===== src/rtl/gpio_pkg.sv =====
`default_nettype none
// ============================================================================
//  Module      : gpio_pkg
//  Description : Shared constants for the GPIO register file: word
//                addresses, identification word defaults, width limits
//                and the byte-lane mask helper.
//  Revision    : 1.0  initial release
// ============================================================================
package gpio_pkg;

    localparam int NPINS_MAX    = 32;
    localparam int NSCRATCH_MAX = 8;

    localparam logic [31:0] CNAME_DEFAULT    = 32'h48524a44;
    localparam logic [31:0] CVERSION_DEFAULT = 32'h00000002;

    localparam logic [3:0] ADDR_CNAME      = 4'd0;
    localparam logic [3:0] ADDR_CVERSION   = 4'd1;
    localparam logic [3:0] ADDR_OE         = 4'd2;
    localparam logic [3:0] ADDR_PINSTATE   = 4'd3;
    localparam logic [3:0] ADDR_IRQ_MASK   = 4'd4;
    localparam logic [3:0] ADDR_DATA       = 4'd5;
    localparam logic [3:0] ADDR_IRQ_RISE   = 4'd6;
    localparam logic [3:0] ADDR_IRQ_FALL   = 4'd7;
    localparam logic [3:0] ADDR_IRQ_STATUS = 4'd8;
    localparam logic [3:0] ADDR_SCRATCH0   = 4'd9;

    // Expand the four byte enables into a 32-bit bit mask
    function automatic logic [31:0] byte_mask(input logic [3:0] be);
        return {{8{be[3]}}, {8{be[2]}}, {8{be[1]}}, {8{be[0]}}};
    endfunction

endpackage
`default_nettype wire


===== src/rtl/gpio_sync_edge.sv =====
`default_nettype none
// ============================================================================
//  Module      : gpio_sync_edge
//  Description : Multi-flop synchroniser for the raw pad inputs plus a
//                one-cycle delayed copy used to flag rising/falling edges
//                of the synchronised pin state.
//  Revision    : 1.0  initial release
// ============================================================================
module gpio_sync_edge #(
    parameter int NPINS       = 16,
    parameter int SYNC_STAGES = 2
) (
    input  logic             clk,
    input  logic             reset,
    input  logic [NPINS-1:0] pin_in,
    output logic [NPINS-1:0] pin_sync,
    output logic [NPINS-1:0] rise_raw,
    output logic [NPINS-1:0] fall_raw
);

    if (SYNC_STAGES < 2) begin : g_bad_sync_stages
        $error("gpio_sync_edge: SYNC_STAGES must be at least 2");
    end

    logic [NPINS-1:0] r_sync [SYNC_STAGES];
    logic [NPINS-1:0] r_dly;

    // Synchroniser chain; stage 0 is the only flop that sees the async pad
    always_ff @(posedge clk or negedge reset) begin
        if (!reset) begin
            for (int i = 0; i < SYNC_STAGES; i++) begin
                r_sync[i] <= '0;
            end
        end else begin
            r_sync[0] <= pin_in;
            for (int i = 1; i < SYNC_STAGES; i++) begin
                r_sync[i] <= r_sync[i-1];
            end
        end
    end

    // Delayed copy starts at 0 so a pin already high at reset release
    // is reported as a rising edge
    always_ff @(posedge clk or negedge reset) begin
        if (!reset) begin
            r_dly <= '0;
        end else begin
            r_dly <= r_sync[SYNC_STAGES-1];
        end
    end

    assign pin_sync = r_sync[SYNC_STAGES-1];
    assign rise_raw = r_sync[SYNC_STAGES-1] & ~r_dly;
    assign fall_raw = ~r_sync[SYNC_STAGES-1] & r_dly;

endmodule
`default_nettype wire


===== src/rtl/gpio_regfile_irq.sv =====
`default_nettype none
// ============================================================================
//  Module      : gpio_regfile_irq
//  Description : Parametrised GPIO control/status register file with
//                byte-enable writes, registered one-cycle read response,
//                synchronised pin state, banked scratch words and per-pin
//                edge interrupts (sticky W1C status, masked level irq).
//  Revision    : 1.0  initial release
// ============================================================================
module gpio_regfile_irq
    import gpio_pkg::*;
#(
    parameter int          NPINS       = 16,
    parameter int          SYNC_STAGES = 2,
    parameter int          NSCRATCH    = 2,
    parameter logic [31:0] CNAME       = CNAME_DEFAULT,
    parameter logic [31:0] CVERSION    = CVERSION_DEFAULT
) (
    input  logic             clk,
    input  logic             reset,
    input  logic             sel,
    input  logic             r_wn,
    input  logic [5:2]       addr,
    input  logic [3:0]       wben,
    input  logic [31:0]      wdata,
    output logic [31:0]      rdata,
    output logic             rvalid,
    input  logic [NPINS-1:0] pin_in,
    output logic [NPINS-1:0] gpio_out,
    output logic [NPINS-1:0] gpio_oe,
    output logic             irq
);

    if (NPINS < 1 || NPINS > NPINS_MAX) begin : g_bad_npins
        $error("gpio_regfile_irq: NPINS must be in 1..32");
    end
    if (NSCRATCH < 1 || NSCRATCH > NSCRATCH_MAX) begin : g_bad_nscratch
        $error("gpio_regfile_irq: NSCRATCH must be in 1..8");
    end

    // Byte-lane merge for the pin-wide registers
    function automatic logic [NPINS-1:0] f_merge(
        input logic [NPINS-1:0] old_v,
        input logic [NPINS-1:0] new_v,
        input logic [NPINS-1:0] mask
    );
        return (old_v & ~mask) | (new_v & mask);
    endfunction

    logic             w_wr;
    logic             w_rd;
    logic [31:0]      w_bmask32;
    logic [NPINS-1:0] w_bmask;
    logic [NPINS-1:0] w_wdat;

    logic [NPINS-1:0] r_oe;
    logic [NPINS-1:0] r_data;
    logic [NPINS-1:0] r_mask;
    logic [NPINS-1:0] r_rise;
    logic [NPINS-1:0] r_fall;
    logic [NPINS-1:0] r_status;
    logic             r_irq;
    logic [31:0]      r_rdata;
    logic             r_rvalid;

    logic [NPINS-1:0] w_pin_sync;
    logic [NPINS-1:0] w_rise_raw;
    logic [NPINS-1:0] w_fall_raw;
    logic [NPINS-1:0] w_set;
    logic [NPINS-1:0] w_clr;
    logic [31:0]      w_rword;
    logic [31:0]      w_scr [NSCRATCH];

    assign w_wr      = sel & ~r_wn;
    assign w_rd      = sel & r_wn;
    assign w_bmask32 = byte_mask(wben);
    assign w_bmask   = w_bmask32[NPINS-1:0];
    assign w_wdat    = wdata[NPINS-1:0];

    gpio_sync_edge #(
        .NPINS       (NPINS),
        .SYNC_STAGES (SYNC_STAGES)
    ) u_sync_edge (
        .clk      (clk),
        .reset    (reset),
        .pin_in   (pin_in),
        .pin_sync (w_pin_sync),
        .rise_raw (w_rise_raw),
        .fall_raw (w_fall_raw)
    );

    // Control registers: byte-lane merge on a write to the matching word
    always_ff @(posedge clk or negedge reset) begin
        if (!reset) begin
            r_oe   <= '0;
            r_data <= '0;
            r_mask <= '0;
            r_rise <= '0;
            r_fall <= '0;
        end else if (w_wr) begin
            case (addr)
                ADDR_OE:       r_oe   <= f_merge(r_oe,   w_wdat, w_bmask);
                ADDR_IRQ_MASK: r_mask <= f_merge(r_mask, w_wdat, w_bmask);
                ADDR_DATA:     r_data <= f_merge(r_data, w_wdat, w_bmask);
                ADDR_IRQ_RISE: r_rise <= f_merge(r_rise, w_wdat, w_bmask);
                ADDR_IRQ_FALL: r_fall <= f_merge(r_fall, w_wdat, w_bmask);
                default:       ;
            endcase
        end
    end

    // Scratch words, one register per bank entry; addresses beyond 15
    // cannot be reached by the 4-bit word address and are simply inert
    for (genvar g = 0; g < NSCRATCH; g++) begin : g_scratch
        logic [31:0] r_word;
        logic        w_hit;

        assign w_hit = ({1'b0, addr} == (5'(ADDR_SCRATCH0) + 5'(g)));

        // Full 32-bit byte-lane merge on a write to this entry
        always_ff @(posedge clk or negedge reset) begin
            if (!reset) begin
                r_word <= '0;
            end else if (w_wr && w_hit) begin
                r_word <= (r_word & ~w_bmask32) | (wdata & w_bmask32);
            end
        end

        assign w_scr[g] = r_word;
    end

    // Enabled edges set status; W1C clears only bits selected by wben
    always_comb begin
        w_set = (w_rise_raw & r_rise) | (w_fall_raw & r_fall);
        w_clr = '0;
        if (w_wr && (addr == ADDR_IRQ_STATUS)) begin
            w_clr = w_wdat & w_bmask;
        end
    end

    // Sticky status: a new event in the same cycle as its clear survives
    always_ff @(posedge clk or negedge reset) begin
        if (!reset) begin
            r_status <= '0;
        end else begin
            r_status <= (r_status & ~w_clr) | w_set;
        end
    end

    // Registered interrupt level, gated by the mask only
    always_ff @(posedge clk or negedge reset) begin
        if (!reset) begin
            r_irq <= 1'b0;
        end else begin
            r_irq <= |(r_status & r_mask);
        end
    end

    // Read mux; narrow registers are zero-extended to 32 bits
    always_comb begin
        w_rword = '0;
        case (addr)
            ADDR_CNAME:      w_rword              = CNAME;
            ADDR_CVERSION:   w_rword              = CVERSION;
            ADDR_OE:         w_rword[NPINS-1:0]   = r_oe;
            ADDR_PINSTATE:   w_rword[NPINS-1:0]   = w_pin_sync;
            ADDR_IRQ_MASK:   w_rword[NPINS-1:0]   = r_mask;
            ADDR_DATA:       w_rword[NPINS-1:0]   = r_data;
            ADDR_IRQ_RISE:   w_rword[NPINS-1:0]   = r_rise;
            ADDR_IRQ_FALL:   w_rword[NPINS-1:0]   = r_fall;
            ADDR_IRQ_STATUS: w_rword[NPINS-1:0]   = r_status;
            default: begin
                for (int k = 0; k < NSCRATCH; k++) begin
                    if ({1'b0, addr} == (5'(ADDR_SCRATCH0) + 5'(k))) begin
                        w_rword = w_scr[k];
                    end
                end
            end
        endcase
    end

    // Read response: rdata captured per read and held; rvalid is a pulse
    always_ff @(posedge clk or negedge reset) begin
        if (!reset) begin
            r_rdata  <= '0;
            r_rvalid <= 1'b0;
        end else begin
            r_rvalid <= w_rd;
            if (w_rd) begin
                r_rdata <= w_rword;
            end
        end
    end

    assign rdata    = r_rdata;
    assign rvalid   = r_rvalid;
    assign gpio_out = r_data;
    assign gpio_oe  = r_oe;
    assign irq      = r_irq;

endmodule
`default_nettype wire


===== config.mk =====
export PLATFORM = sky130hd
export DESIGN_NAME = gpio_regfile_irq
export DESIGN_NICKNAME = d
export VERILOG_FILES = /design/src/rtl/gpio_pkg.sv /design/src/rtl/gpio_sync_edge.sv /design/src/rtl/gpio_regfile_irq.sv
export SDC_FILE = /design/constraint.sdc
export NUM_CORES = 1
export LEC_CHECK = 0
export BUFFER_PORTS_ARGS = -buffer_cell sky130_fd_sc_hd__buf_2
export CAP_MARGIN = 20
export CORE_AREA = 2 2 188 190
export DETAILED_ROUTE_END_ITERATION = 16
export DIE_AREA = 0 0 190 192
export GPL_TIMING_DRIVEN = 1
export HOLD_SLACK_MARGIN = 0.02
export MAX_ROUTING_LAYER = met4
export PLACE_DENSITY = 0.53
export SETUP_SLACK_MARGIN = 0.2
export SLEW_MARGIN = 20
export SYNTH_ARGS = -nofsm -noshare
export SYNTH_HDL_FRONTEND = slang
export SYNTH_SLANG_ARGS = --single-unit
export TNS_END_PERCENT = 100

===== constraint.sdc =====
create_clock -name clk -period 1.6 [get_ports clk]
set_input_delay 0.16 -clock clk [delete_from_list [all_inputs] [get_ports clk]]
set_output_delay 0.16 -clock clk [all_outputs]
set_load 0.01 [all_outputs]

==> results of run 1 <==
-- Yosys cell counts, types with 10 or more instances --
| master | count | area share [%] |
|---|---|---|
| o221a_2 | 10 | 1.1 |
| a22oi_1 | 38 | 2.8 |
| dfrtp_1 | 242 | 59 |
| o2111ai_1 | 10 | 0.86 |
| o22a_1 | 10 | 0.86 |
| o21ai_0 | 34 | 1.7 |
| nand2_1 | 70 | 2.6 |
| mux2_2 | 128 | 14 |
| buf_2 | 10 | 0.49 |
| clkbuf_1 | 29 | 1.1 |
| mux2_4 | 16 | 2.4 |
| nand3b_1 | 16 | 1.2 |
| a221oi_1 | 17 | 1.5 |
| a21o_1 | 21 | 1.5 |
| a21oi_1 | 26 | 1.3 |
| nor2_1 | 47 | 1.7 |
-- through the flow --
step                      hold slack (ns)  std cells  power (W)
final                               0.122       1531     0.0160
after global routing                0.152       1531     0.0168
after CTS                           0.116       1529     0.0162
after detailed placement            0.118       1429    0.00983
after global placement              0.119       1429    0.00978
after floorplan                    -0.136        803    0.00866
-- area by class of cell --
type                       instances  area, sq um  area share [%]
sequential                       242         6060            44.4
multi-input combinational        515         4060            29.7
clock inverter                    10          103           0.751
clock buffer                      40          806            5.90
inverter                           4         15.0           0.110
tap                              455          569            4.17
timing repair buffer             265         2050            15.0
-- worst paths after layout --
kind / start / depth (start not counted) / to
setup / recovery: flop / 4 / irq$_DFF_PN0_
hold / removal: reset / 2 / u_sync_edge.pin_sync[8]$_DFF_PN0_
setup reg to reg: flop / 4 / irq$_DFF_PN0_
hold reg to reg: u_sync_edge.r_sync[22]$_DFF_PN0_ / 0 / u_sync_edge.pin_sync[6]$_DFF_PN0_
max in group asynchronous: reset / 3 / u_sync_edge.r_sync[22]$_DFF_PN0_
min in group clk: pin_in[10] / 2 / u_sync_edge.r_sync[26]$_DFF_PN0_
-- critical path, cell delays in order (launching register included) --
cell      delay, ns
dfrtp_1        0.41
a22o_4         0.28
a221oi_4       0.24
buf_4          0.16
nand4_1        0.14
-- cell families after synthesis --
kind of cell           share of synthesized area, %
buffers and inverters                          1.85
AO/OA/AOI/OAI                                  13.8
multiplexers                                   17.3
AND/OR/NAND/NOR                                7.77
flip-flops                                     59.3
-- routing by layer --
| metal | part of all wire [%] | track usage, % | vias up |
|---|---|---|---|
| met3 | 4.1 | 2.28 | 35 |
| met5 | 0 | - | - |
| li1 | - | - | 3464 |
| met4 | 1.7 | 3.94 | 0 |
| met1 | 47 | 23.1 | 3845 |
| met2 | 47 | 26.9 | 181 |
-- where the power goes --
group / leakage, nW / switching (W) / internal (W)
registers: 3.03 / 0.000614 / 0.00692
logic: 2.69 / 0.00107 / 0.00125
clock network: 0.448 / 0.00252 / 0.00366
total: 6.17 / 0.00421 / 0.0118
-- placed cells by master (no fill, tap or decap), types with 3 or more instances in the layout --
| master | n |
|---|---|
| or3_1 | 3 |
| nand2_2 | 3 |
| o21a_1 | 3 |
| o21ai_0 | 34 |
| clkbuf_8 | 6 |
| a221oi_1 | 15 |
| nand3b_1 | 16 |
| o2111ai_1 | 10 |
| a21oi_1 | 26 |
| a221o_1 | 3 |
| mux2i_1 | 6 |
| nor2_4 | 5 |
| buf_4 | 72 |
| clkbuf_1 | 6 |
| o221a_2 | 10 |
| a22o_1 | 6 |
| nor2b_1 | 4 |
| clkinv_2 | 7 |
| buf_2 | 124 |
| a22oi_1 | 38 |
| nor2_1 | 42 |
| clkbuf_16 | 28 |
| nand2b_1 | 5 |
| inv_1 | 4 |
| a21o_1 | 21 |
| mux2_4 | 17 |
| nand2_1 | 69 |
| nor2_2 | 6 |
| dfrtp_1 | 242 |
| o22a_1 | 10 |
| buf_12 | 19 |
| and2_1 | 4 |
| mux2_2 | 128 |
| dlygate4sd3_1 | 49 |
| o22ai_1 | 4 |
-- what timing repair did --
item,CTS,global route
gates cloned,0,0
setup buffers,1,2
gates resized for setup,1,5
pin swaps,2,1
endpoints found under the hold margin,413,0
hold buffers,49,0
endpoints found under the setup margin,2,2
==> metrics.cfg, run 1 <==
[status]
outcome = finished clean

[grt]
grt_max_degree = 53
antenna_found_initial = 0
grt_usage_pct = 16.9
grt_pass1_vias = 7683
grt-ovfl-total = 0
grt_pass1_wl_um = 46200

[floorplanning]
pin_count = 126
die_width_um = 190
dieHeight_um = 192
rows = 68
core_area_sq_mm = 0.0343
die_area_sq_mm = 0.0365
start_util_pct = 29.8

[clock_tree]
cts_inserted_buffers = 28
root_buffer = clkbuf_16
cts.sinks = 242
cts_buffer_depth = 3
path_clk_slew_ns = 0.06
clk_latency_ns = 0.56
cts_tree = built
cts_htree_levels = 1

[layout]
postLayoutCoreUtil_pct = 39.8
syn_to_final_growth_pct = 33.7
layout.nets = 1116
drive_gt1_share_pct = 40.8
fill_cells = 3302
antenna_cells = 0
final_area_sq_mm = 0.0137

[synth]
synthCells = 803
synth_area_per_cell_sq_um = 12.7
ys_ff_latch = 242
synth_edf_count = 0
ys_seq_area_share_pct = 59.3
synthArstFlopShare_pct = 100
syn_nets = 863
synthFlopType = dfrtp_1
synth_area_sq_mm = 0.0102
yosysWarnings = 0
synth_cell_types = 46

[placement]
post-place-ws_ns = -0.192
place_area_sq_mm = 0.0122
io_buffers = 125
hpwl_um = 20900
gp_congestion = 0.817

[timing]
rsz0062_at_grt = true
fin_worst_skew_ns = 0.0251
worst_pin_slew_ns = 0.454
max_freq_mhz = 715
relSlewSlack_pct = 69.6
finalCritPeriodShare_pct = 87.5
setup_violations = 0
hold_viol_final = 0
setup_tns_ns = 0
fin_ws_ns = 0.201
slew_violations = 0
min_period_ns = 1.40

[worst_setup_path]
critPathKind = reg2reg
critPathCaptureType = flop
worstPathArrival_ns = 1.79
required_ns = 1.99
path_max_fanout = 3
reg2reg_slack_ns = 0.20
cp-start-kind = flop

[hold_path]
hp-class = in2async

[routing]
ant_nets = 0
wl_um = 29900
dr_total_vias = 7525
drtPass1Iterations = 5
wl_per_cell_um = 19.5
first_iter_violations = 439
viasPerCell = 4.92
drc_errors = 0

[power]
peakVddDrop_mv = 0.810
p_per_area_mw_per_mm2 = 1170
p_leak_nw = 6.17

[job]
drv_cap = 0

(Power assumes the default switching activity.)
==> run 2, diff against run 1 <==
- CORE_AREA: 2 2 188 190 -> 2 2 210 171
- DIE_AREA: 0 0 190 192 -> 0 0 212 173
==> metrics.cfg, run 2 (same netlist as run 1, synthesis figures left out) <==
[status]
outcome = finished clean  ; unchanged

[grt]
grt-ovfl-total = 0  ; unchanged
antenna_found_initial = 1  ; was 0
grt_usage_pct = 17.6  ; was 16.9%
grt_max_degree = 44  ; was 53
grt_pass1_vias = 7698  ; was 7683
grt_pass1_wl_um = 48300  ; was 46200 um

[floorplanning]
die_area_sq_mm = 0.0367  ; was 0.0365 sq mm
core_area_sq_mm = 0.0344  ; was 0.0343 sq mm
dieHeight_um = 173  ; was 192 um
rows = 61  ; was 68
die_width_um = 212  ; was 190 um
start_util_pct = 29.7  ; was 29.8%
pin_count = 126  ; unchanged

[worst_setup_path]
crit_end = irq$_DFF_PN0_  ; unchanged
slowest_delay_ns = 0.40  ; was 0.41 ns
r2r_cells = 4  ; unchanged
critPathKind = reg2reg  ; unchanged
worstPathArrival_ns = 1.80  ; was 1.79 ns
critPathTopFamily = compound AO/OA/AOI/OAI gates  ; unchanged
cp.depth = 4  ; unchanged
required_ns = 1.97  ; was 1.99 ns
cp_cell_sequence = a22o_1, a221oi_2, buf_4, nand4_1  ; was a22o_4, a221oi_4, buf_4, nand4_1
critPathCaptureType = flop  ; unchanged
slowest_stage = dfrtp_1  ; unchanged
cp-start-kind = flop  ; unchanged
reg2reg_slack_ns = 0.18  ; was 0.20 ns
r2r_end = irq$_DFF_PN0_  ; unchanged
critPathBufInv = 1  ; unchanged
path_max_fanout = 3  ; unchanged

[timing]
fin_ws_ns = 0.178  ; was 0.201 ns
hold_viol_final = 0  ; unchanged
min_period_ns = 1.42  ; was 1.40 ns
relSlewSlack_pct = 61.5  ; was 69.6%
worst_pin_slew_ns = 0.577  ; was 0.454 ns
finalCritPeriodShare_pct = 88.9  ; was 87.5%
max_freq_mhz = 703  ; was 715 MHz
fin_worst_skew_ns = 0.00623  ; was 0.0251 ns
fin_hold_ws_ns = 0.110  ; was 0.122 ns
rsz0062_at_grt = true  ; unchanged
setup_violations = 0  ; unchanged
slew_violations = 0  ; unchanged

[placement]
hpwl_um = 21500  ; was 20900 um
placedCellCount = 1441  ; was 1429
post-place-ws_ns = -0.170  ; was -0.192 ns
gp_congestion = 0.790  ; was 0.817
io_buffers = 125  ; unchanged

[layout]
seqCellArea_sq_mm = 0.00606  ; unchanged
drive_gt1_share_pct = 40.3  ; was 40.8%
layout.nets = 1107  ; was 1116
multi_input_area_sq_mm = 0.00404  ; was 0.00406 sq mm
syn_to_final_growth_pct = 32.6  ; was 33.7%
fill_cells = 3369  ; was 3302
final_cells = 1540  ; was 1531
final_common_cell = dfrtp_1  ; unchanged
final_cell_mix = dfrtp_1, mux2_2, buf_2, nand2_1, buf_4  ; was dfrtp_1, mux2_2, buf_2, buf_4, nand2_1

[routing]
drc_errors = 0  ; unchanged
viasPerCell = 4.96  ; was 4.92
drtPass1Iterations = 6  ; was 5
wl_per_cell_um = 20.2  ; was 19.5 um
dr_total_vias = 7631  ; was 7525
wl_um = 31100  ; was 29900 um
ant_nets = 0  ; unchanged
first_iter_violations = 485  ; was 439

[power]
peakVddDrop_mv = 0.720  ; was 0.810 mV
p_per_area_mw_per_mm2 = 1190  ; was 1170 mW/mm^2
power_w = 0.0161  ; was 0.0160 W
p_leak_nw = 6.11  ; was 6.17 nW

[clock_tree]
cts_buffer_depth = 3  ; unchanged
cts_htree_levels = 1  ; unchanged
path_clk_slew_ns = 0.06  ; about the same
cts.sinks = 242  ; unchanged
root_buffer = clkbuf_16  ; unchanged
cts_tree = built  ; unchanged
cts_inserted_buffers = 26  ; was 28
clk_latency_ns = 0.54  ; was 0.56 ns

[job]
drv_cap = 0  ; unchanged

[hold_path]
hp-class = in2async  ; unchanged

==> run 2: cell types whose count changed in the layout (fill, tap and decap cells not counted), sizes merged <==
| cell | delta |
|---|---|
| buf | -7 |
| bufinv | +1 |
| clkbuf | -3 |
| clkinv | -2 |
| diode | +1 |
| inv | +2 |
==> run 2: worst min path at each step <==
stage / startpoint / endpoint / slack, ns / depth (start not counted)
4_1_cts: reset / u_sync_edge.r_sync[25]$_DFF_PN0_ / 0.11 / 2
2_1_floorplan: reset / asynchronous set/reset pin / -0.14 / 0
3_3_place_gp: reset / u_sync_edge.r_sync[27]$_DFF_PN0_ / 0.1 / 1
3_5_place_dp: reset / u_sync_edge.r_sync[27]$_DFF_PN0_ / 0.09 / 1
5_1_grt: reset / asynchronous set/reset pin / 0.12 / 2
6_report: reset / u_sync_edge.r_sync[25]$_DFF_PN0_ / 0.11 / 2
==> run 2: through the flow <==
stage	util [%]	TNS (ns)	cell area, sq um
6_report	39.4	0	13500
5_1_grt	39.4	0	13500
4_1_cts	39.3	0	13500
3_5_place_dp	35.3	-16.16	12100
3_3_place_gp	35.3	-14.67	12100
2_1_floorplan	-	-0.564	10300
==> run 2: where the power goes <==
part	leakage [nW]	switching [W]	internal (W)
Combinational	2.64	0.00109	0.00121
Clock	0.436	0.00255	0.00367
Sequential	3.03	0.000627	0.00692
Total	6.11	0.00427	0.0118
==> run 2: repair_timing <==
action	4_1_cts	5_1_grt
hold buffers	49	0
setup buffers	0	1
endpoints found under the hold margin	408	0
gates resized for setup	1	2
setup endpoints to repair	2	3
pin swaps	1	1
==> run 2: routing by layer <==
| layer | vias to the layer above | routed length [um] | track usage (%) |
|---|---|---|---|
| li1 | 3466 | - | - |
| met1 | 3921 | 15200 | 26.2 |
| met2 | 191 | 13700 | 25.0 |
| met3 | 53 | 1570 | 2.91 |
| met4 | 0 | 600 | 3.67 |
| met5 | - | 0 | - |
==> run 2: area by class of cell <==
class	count	share of cell area, %
diodes	1	0.0185
clock buffers	37	5.63
clock inverters	11	0.933
inverters	4	0.111
multi-input cells	515	29.8
flip-flops and latches	242	44.7
well taps	472	4.36
repair buffers	258	14.4
